## config.mk

```make
export PLATFORM = sky130hd
export DESIGN_NAME = poly_div2_seq_flat
export DESIGN_NICKNAME = d
export VERILOG_FILES = /design/src/rtl/poly_div2_seq_pkg.sv /design/src/rtl/poly_div2_seq_if.sv /design/src/rtl/poly_div2_seq_div2.sv /design/src/rtl/poly_div2_seq.sv /design/src/flat_wrapper.sv
export SDC_FILE = /design/constraint.sdc
export NUM_CORES = 1
export LEC_CHECK = 0
export CORE_ASPECT_RATIO = 1.1
export CORE_UTILIZATION = 58
export CTS_BUF_LIST = sky130_fd_sc_hd__clkbuf_4
export DETAILED_ROUTE_END_ITERATION = 10
export GPL_TIMING_DRIVEN = 1
export HOLD_SLACK_MARGIN = 0.15
export PLACE_DENSITY_LB_ADDON = 0.3
export SLEW_MARGIN = 20
export SYNTH_ARGS = -nofsm -noshare
export SYNTH_HDL_FRONTEND = slang
export SYNTH_SLANG_ARGS = --single-unit
export TNS_END_PERCENT = 50
```

## constraint.sdc

```tcl
create_clock -name clk -period 3.8 [get_ports clk]
set_clock_uncertainty 0.05 [all_clocks]
set_input_delay 0.38 -clock clk [delete_from_list [all_inputs] [get_ports clk]]
set_output_delay 0.38 -clock clk [all_outputs]
set_load 0.02 [all_outputs]
```

## src/rtl/poly_div2_seq_pkg.sv

```systemverilog
// Shared constants and state encoding for the in-place polynomial halving sequencer.
package poly_div2_seq_pkg;

    localparam int COEF_N  = 256;
    localparam int COEF_AW = 8;
    localparam int COEF_DW = 24;
    localparam int HALF_KW = 5;

    localparam logic [COEF_DW-1:0] Q_DILITHIUM = 24'd8380417;

    localparam logic [2:0] ST_IDLE = 3'd0;
    localparam logic [2:0] ST_RD   = 3'd1;
    localparam logic [2:0] ST_CAP  = 3'd2;
    localparam logic [2:0] ST_HALF = 3'd3;
    localparam logic [2:0] ST_WR   = 3'd4;
    localparam logic [2:0] ST_FIN  = 3'd5;

endpackage

```

## src/rtl/poly_div2_seq_if.sv

```systemverilog
// Shared coefficient RAM port: one read and one write channel behind a single grant.
interface poly_div2_seq_if #(
    parameter int AW = 8,
    parameter int DW = 24
);
    logic          mem_gnt;
    logic          mem_re;
    logic [AW-1:0] mem_raddr;
    logic [DW-1:0] mem_rdata;
    logic          mem_we;
    logic [AW-1:0] mem_waddr;
    logic [DW-1:0] mem_wdata;

    modport master (
        input  mem_gnt, mem_rdata,
        output mem_re, mem_raddr, mem_we, mem_waddr, mem_wdata
    );

    modport slave (
        output mem_gnt, mem_rdata,
        input  mem_re, mem_raddr, mem_we, mem_waddr, mem_wdata
    );
endinterface

```

## src/rtl/poly_div2_seq_div2.sv

```systemverilog
// Purpose: combinational halving modulo q (x * 2^-1 mod q for odd q).
// Latency: zero cycles, pure combinational.
// Backpressure: none.
module poly_div2 #(
    parameter int DW = 24
) (
    input  logic [DW-1:0] x,
    input  logic [DW-1:0] q,
    output logic [DW-1:0] y
);
    logic [DW-1:0] q_half_up;

    // (q+1)/2 formed as (q>>1)+1 so an all-ones q cannot overflow.
    assign q_half_up = (q >> 1) + DW'(1);
    assign y         = (x[0] & q[0]) ? (x >> 1) + q_half_up : (x >> 1);
endmodule

```

## src/rtl/poly_div2_seq.sv

```systemverilog
// Purpose: halve every RAM coefficient k times modulo q, written back in place.
// Latency: N*(3+k)+1 cycles from accepted start to done with grant held high.
// Backpressure: RD and WR hold address/data stable while mem_gnt is low.
module poly_div2_seq
    import poly_div2_seq_pkg::*;
#(
    parameter int N  = COEF_N,
    parameter int AW = COEF_AW,
    parameter int DW = COEF_DW,
    parameter int KW = HALF_KW
) (
    input  logic          clk,
    input  logic          rst,
    input  logic          start,
    input  logic [DW-1:0] q,
    input  logic [KW-1:0] k,
    output logic          busy,
    output logic          done,
    poly_div2_seq_if.master mem
);
    logic [2:0]    state;
    logic [DW-1:0] q_r;
    logic [KW-1:0] k_r;
    logic [AW-1:0] idx;
    logic [DW-1:0] acc;
    logic [KW-1:0] hcnt;
    logic [DW-1:0] half;

    poly_div2 #(.DW(DW)) u_div2 (
        .x (acc),
        .q (q_r),
        .y (half)
    );

    always_ff @(posedge clk or posedge rst) begin
        if (rst) begin
            state <= ST_IDLE;
            q_r   <= '0;
            k_r   <= '0;
            idx   <= '0;
            acc   <= '0;
            hcnt  <= '0;
        end else begin
            case (state)
                ST_IDLE: begin
                    if (start) begin
                        q_r   <= q;
                        k_r   <= k;
                        idx   <= '0;
                        state <= ST_RD;
                    end
                end
                ST_RD: begin
                    if (mem.mem_gnt) state <= ST_CAP;
                end
                ST_CAP: begin
                    acc   <= mem.mem_rdata;
                    hcnt  <= k_r;
                    state <= (k_r != '0) ? ST_HALF : ST_WR;
                end
                ST_HALF: begin
                    acc  <= half;
                    hcnt <= hcnt - KW'(1);
                    if (hcnt == KW'(1)) state <= ST_WR;
                end
                ST_WR: begin
                    if (mem.mem_gnt) begin
                        if (idx == AW'(N - 1)) begin
                            state <= ST_FIN;
                        end else begin
                            idx   <= idx + AW'(1);
                            state <= ST_RD;
                        end
                    end
                end
                ST_FIN:  state <= ST_IDLE;
                default: state <= ST_IDLE;
            endcase
        end
    end

    // Outputs decode from state alone so a reset zeroes them in the same cycle.
    assign mem.mem_re    = (state == ST_RD);
    assign mem.mem_raddr = (state == ST_RD) ? idx : '0;
    assign mem.mem_we    = (state == ST_WR);
    assign mem.mem_waddr = (state == ST_WR) ? idx : '0;
    assign mem.mem_wdata = (state == ST_WR) ? acc : '0;
    assign busy          = (state != ST_IDLE);
    assign done          = (state == ST_FIN);
endmodule

```

## src/flat_wrapper.sv

```systemverilog
// flat-port wrapper written by rule: the top's interface ports become plain ports
module poly_div2_seq_flat import poly_div2_seq_pkg::*;
#(
    parameter int N  = COEF_N,
    parameter int AW = COEF_AW,
    parameter int DW = COEF_DW,
    parameter int KW = HALF_KW
)
  (clk, rst, start, q, k, busy, done, mem_mem_gnt, mem_mem_rdata, mem_mem_re, mem_mem_raddr, mem_mem_we, mem_mem_waddr, mem_mem_wdata);
  poly_div2_seq_if #(.AW(AW), .DW(DW)) mem_i ();
  input  logic clk;
  input  logic rst;
  input  logic start;
  input  logic [DW-1:0] q;
  input  logic [KW-1:0] k;
  output logic busy;
  output logic done;
  input wire logic [$bits(mem_i.mem_gnt)-1:0] mem_mem_gnt;
  input wire logic [$bits(mem_i.mem_rdata)-1:0] mem_mem_rdata;
  output wire logic [$bits(mem_i.mem_re)-1:0] mem_mem_re;
  output wire logic [$bits(mem_i.mem_raddr)-1:0] mem_mem_raddr;
  output wire logic [$bits(mem_i.mem_we)-1:0] mem_mem_we;
  output wire logic [$bits(mem_i.mem_waddr)-1:0] mem_mem_waddr;
  output wire logic [$bits(mem_i.mem_wdata)-1:0] mem_mem_wdata;
  assign mem_i.mem_gnt = mem_mem_gnt;
  assign mem_i.mem_rdata = mem_mem_rdata;
  assign mem_mem_re = mem_i.mem_re;
  assign mem_mem_raddr = mem_i.mem_raddr;
  assign mem_mem_we = mem_i.mem_we;
  assign mem_mem_waddr = mem_i.mem_waddr;
  assign mem_mem_wdata = mem_i.mem_wdata;
  poly_div2_seq #(.N(N), .AW(AW), .DW(DW), .KW(KW)) u_core (.clk(clk), .rst(rst), .start(start), .q(q), .k(k), .busy(busy), .done(done), .mem(mem_i));
endmodule
```

# Yosys cells after proc, flatten, opt, wreduce, memory -nomap -nowiden
# Cells that the tools add are included.
[word_totals] output_inout_bits=44 inputBits=57 ff_bits=69 word_cells=48
[classes] bitwise_logic=1 addsub=4 n_mux=17 n_eq_ne=12 reduce_logical=8
[op_table] operator="two-way mux 24 bit" n=2
[op_table] operator="case mux 24 bit (2 select lines)" n=1
[op_table] operator="two-way mux 8 bit" n=5
[op_table] operator="adder 23 x 1 -> 24 bit (second input constant)" n=1
[op_table] operator="adder 23 x 24 -> 24 bit" n=1
[op_table] operator="two-way mux 3 bit" n=6
[op_table] operator="case mux 8 bit (2 select lines)" n=1
[op_table] operator="case mux 3 bit (5 select lines)" n=1
[op_table] operator="case mux 5 bit (2 select lines)" n=1
[op_table] operator="adder 8 x 1 -> 8 bit (second input constant)" n=1
[op_table] operator="== test 8 bit (second input constant)" n=1
[op_table] operator="!= test 2 bit (second input constant)" n=4
[op_table] operator="AND reduction 4 bit" n=2
[op_table] operator="== test 3 x 2 -> 1 bit (second input constant)" n=2
[op_table] operator="== test 3 bit (second input constant)" n=2
[op_table] operator="== test 5 x 1 -> 1 bit (second input constant)" n=1
[op_table] operator="nonzero test 5 bit" n=1
[op_table] operator="subtractor 5 x 1 -> 5 bit (second input constant)" n=1
[op_table] operator="nonzero test 2 bit" n=2
[op_table] operator="== test 3 x 1 -> 1 bit (second input constant)" n=1
[op_table] operator="zero test 3 bit" n=1
[op_table] operator="nonzero test 3 bit" n=1
[op_table] operator="!= test 2 x 1 -> 1 bit (second input constant)" n=1
[op_table] operator="AND reduction 2 bit" n=1
[op_table] operator="AND 1 bit" n=1

# Logic depth before layout (Yosys ltp)
[logic_depth] ltp_word=4 ltp_mapped=10 ltp_nobuf=10

# Hierarchy
# Synthesis repeated with hierarchy kept, for this count alone.
[unflattened] cells_unflattened=627 hier_area_um2=5096.1
[modules_own_cells] module="poly_div2_seq" seq_area_each_um2=1726.7 area_each_um2=3487.1 cells_per_inst=384 n_inst=1
[modules_own_cells] module="poly_div2" seq_area_each_um2=0.0 area_each_um2=1609.0 cells_per_inst=243 n_inst=1

# Least setup slack after synthesis
# OpenSTA, ideal clock, no wires.
[synth_timing] path_type="reg2reg" from="register u_core.acc[1]" to="register u_core.acc[20]" setup_time_ns=0.096 slack_ns=1.420 path_buffers=0 required_time_ns=3.654 period_less_slack_ns=2.380 path_stages_with_launch=11 arrival_time_ns=2.235 cell_sequence="dfrtp_1 inv_1 ha_1 fa_1 nand2b_1 a21oi_2 a31oi_4 o31ai_4 a21oi_2 o21a_1 a311oi_2"
[synth_between] elab_chain_cells=3
[synth_lines] item="from (decl)" line="poly_div2_seq.sv:25" text="logic [DW-1:0] acc;"
[synth_lines] item="from (signal assigned)" line="poly_div2_seq.sv:57" text="acc <= mem.mem_rdata;"
[synth_lines] item="from (signal assigned)" line="poly_div2_seq.sv:62" text="acc <= half;"
[synth_lines] item="adder 23 x 24 -> 24 bit" line="poly_div2_seq_div2.sv:15" text="assign y = (x[0] & q[0]) ? (x >> 1) + q_half_up : (x >> 1);"
[synth_lines] item="two-way mux 24 bit" line="poly_div2_seq_div2.sv:15"
[synth_lines] item="case mux 24 bit (2 select lines)" line="poly_div2_seq.sv:44" text="case (state)"
# No other way between the ends.
# A chain may end at the register's enable or synchronous reset.

# Final worst setup path
[layout_timing] from="register u_core.state[0]" to="output mem_mem_wdata[2]"
[layout_between] elab_chain_cells=2
[layout_lines] item="from (decl)" line="poly_div2_seq.sv:21" text="logic [2:0] state;"
[layout_lines] item="from (signal assigned)" line="poly_div2_seq.sv:59" text="state <= (k_r != '0) ? ST_HALF : ST_WR;"
[layout_lines] item="== test 3 bit" line="poly_div2_seq.sv:87" text="assign mem.mem_wdata = (state == ST_WR) ? acc : '0;"
[layout_lines] item="two-way mux 24 bit" line="poly_div2_seq.sv:87"
[layout_lines] item="to (decl)" line="flat_wrapper.sv:24" text="output wire logic [$bits(mem_i.mem_wdata)-1:0] mem_mem_wdata;"
# No other way between the ends.

==> impl_metrics.env <==
export IMPL_grt_pass1_vias=4704
export IMPL_clkSinkCount=69
export IMPL_power_total_mw=5.65
export IMPL_wl_per_cell_um=17.9
export IMPL_yosysSeqAreaShare_pct=35.4
export IMPL_cp_arrival_ps=2840
export IMPL_drc_errors=0
export IMPL_multi_input_area_um2=2900
export IMPL_cts_max_path_buffers=2
export IMPL_ios=101
export IMPL_num_nets_final=717
export IMPL_fin_crit_sh_pct=86.1
export IMPL_synth_nets=630
export IMPL_avgSynthCellArea_um2=8.94
export IMPL_drt_wl_total_mm=13.4
export IMPL_start_kind="flop"
export IMPL_final_util_pct=75.4
export IMPL_yosysTopAreaCellShare_pct=35.4
export IMPL_drtAntennaViolNets=0
export IMPL_die_area_um2=8790
export IMPL_status="finished clean"
export IMPL_setup_tns_ps=0
export IMPL_drv_cap=0
export IMPL_rsz0062_at_grt="false"
export IMPL_postCtsSetupBuffers=0
export IMPL_numCtsBuffers=9
export IMPL_placedCellCount=730
export IMPL_grt_max_degree=46
export IMPL_yosys_warnings=0
export IMPL_gp_congestion=0.955
export IMPL_antennaDiodeCount=0
export IMPL_ctsHoldBuffers=0
export IMPL_syn_inst=546
export IMPL_regArea_um2=1730
export IMPL_fmax_ghz=0.305
export IMPL_die_x_um=89.5
export IMPL_ir_worst_vdd_mv=0.452
export IMPL_cts_tree="built"
export IMPL_antenna_found_initial=0
export IMPL_core_area_um2=8040
export IMPL_synth_top_area_cell="dfrtp_1"
export IMPL_power_density_nw_per_um2=932
export IMPL_required_ps=3370
export IMPL_hold_viol_final=0
export IMPL_leakagePower_nw=2.55
export IMPL_root_buffer="clkbuf_4"
export IMPL_htree_levels=3
export IMPL_grtUsageTotal_pct=33.1
export IMPL_drt_first_pass_iters=7
export IMPL_yosysMostFrequentCell="dfrtp_1"
export IMPL_clock_latency_ps=450
export IMPL_slew_headroom_pct=45.1
export IMPL_synth_edf_count=0
export IMPL_first_iter_violations=344
export IMPL_synth_commonest_cells="dfrtp_1 (69), o21ai_0 (45), a21oi_1 (43)"
export IMPL_min_period_ps=3270
export IMPL_area_growth_syn_to_layout_pct=24.2
export IMPL_via_per_inst=6.22
export IMPL_vias=4642
export IMPL_drive_above_1_share_pct=11.8
export IMPL_fp_row_count=34
export IMPL_portBuffers=100
export IMPL_worstSetupPathType="flop to output pin"
export IMPL_slew_violations=0
export IMPL_setup_viol=0
export IMPL_synth_area_um2=4880
export IMPL_die_height_um=98.2
export IMPL_cts_resized_gates=0
export IMPL_fill_cells=560
export IMPL_ys_seq_elements=69
export IMPL_start_util_pct=60.7
export IMPL_path_clk_slew_ps=130
export IMPL_grt_ovfl_total=0
export IMPL_worstMarginPinSlew_ps=823
export IMPL_grt_first_pass_wirelength_mm=22.2
export IMPL_hold_path_class="input port to asynchronous set/reset pin"
export IMPL_stdcell_count=746
export IMPL_worst_setup_path_end_kind="output pin"
export IMPL_dp_hpwl_mm=9.71
export IMPL_crit_fanout=19
export IMPL_ys_types=66
export IMPL_synthTopCellsByArea="dfrtp_1 (35%), ha_1 (6.7%), mux2_2 (6.0%)"
export IMPL_synth_flop_cell="dfrtp_1"
export IMPL_ys_async_sr_fraction_pct=100
## registers in the layout, indices dropped and copies added (netlist names)
signal,cells
u_core.idx,8
u_core.state,3
u_core.k_r,5
u_core.q_r,24
u_core.hcnt,5
u_core.acc,24
## critical path, cell delays in order, from the launching register on
cell and delay, ps:
dfrtp_1 580, nor2_1 640, nand2_1 370, nor2_1 200, clkdlybuf4s50_1 620
## layout make-up
| type | count | area share, % |
|---|---|---|
| multi-input cells | 424 | 47.9 |
| repair buffers | 112 | 18.0 |
| well taps | 108 | 2.23 |
| flip-flops and latches | 69 | 28.5 |
| inverters | 17 | 1.07 |
| clock buffers | 9 | 1.11 |
| clock inverters | 7 | 1.24 |
## worst paths after layout
kind	depth (start not counted)	to	from	slack, ps
worst max-delay path	4	mem_mem_wdata[2]	u_core.state[0]$_DFFE_PP0P_	530
worst min-delay path	2	u_core.acc[1]$_DFFE_PP0P_	rst	320
worst max register to register	10	u_core.acc[20]$_DFFE_PP0P_	u_core.acc[1]$_DFFE_PP0P_	1070
worst min register to register	2	u_core.acc[1]$_DFFE_PP0P_	u_core.acc[1]$_DFFE_PP0P_	480
max in group asynchronous	3	u_core.hcnt[2]$_DFFE_PP0P_	rst	2660
min in group clk	3	u_core.q_r[1]$_DFFE_PP0P_	q[1]	430
## placed cells by master (no fill, tap or decap), drive strengths merged, types with 8 or more instances in the layout
cell type | Yosys | final
clkdlybuf4s50 | 0 | 100
dfrtp | 69 | 69
o21ai | 47 | 47
a21oi | 47 | 47
nand2 | 42 | 42
nor2 | 31 | 31
and3 | 29 | 29
mux2 | 27 | 27
ha | 26 | 26
inv | 17 | 17
nand3 | 13 | 13
o211ai | 13 | 13
buf | 14 | 12
nor3 | 11 | 11
xor2 | 11 | 11
and2 | 11 | 11
a31oi | 10 | 10
or3 | 9 | 9
xnor2 | 9 | 9
clkbuf | 22 | 9
nor2b | 8 | 8
nand2b | 8 | 8
nor3b | 8 | 8
## metrics by stage
step	setup WS (ps)	instance area (um^2)	hold WS [ps]
after CTS	558	6060	433
after global placement	1190	5920	441
final	527	6060	317
after global routing	370	6060	363
after floorplan	1420	4880	412
after detailed placement	1040	5920	444
## per-layer routing
metal,global-route usage (%),wire length [um]
met1,40.7,5280
met2,53.1,6360
met3,9.21,1170
met4,15.4,551
met5,0,0
## power breakdown
| group | total, mW | internal, mW | switching (mW) |
|---|---|---|---|
| Clock | 0.502 | 0.202 | 0.301 |
| Sequential | 1.44 | 1.07 | 0.365 |
| Combinational | 3.71 | 1.53 | 2.18 |
## kinds of logic after synthesis
kind of cell / share of synthesized area [%]
compound gates: 21.7
xor+xnor: 3.59
fa+ha+maj: 7.07
buf+inv: 5.20
flops: 35.4
mux: 7.46
simple gates: 19.7
(Power assumes the default switching activity.)
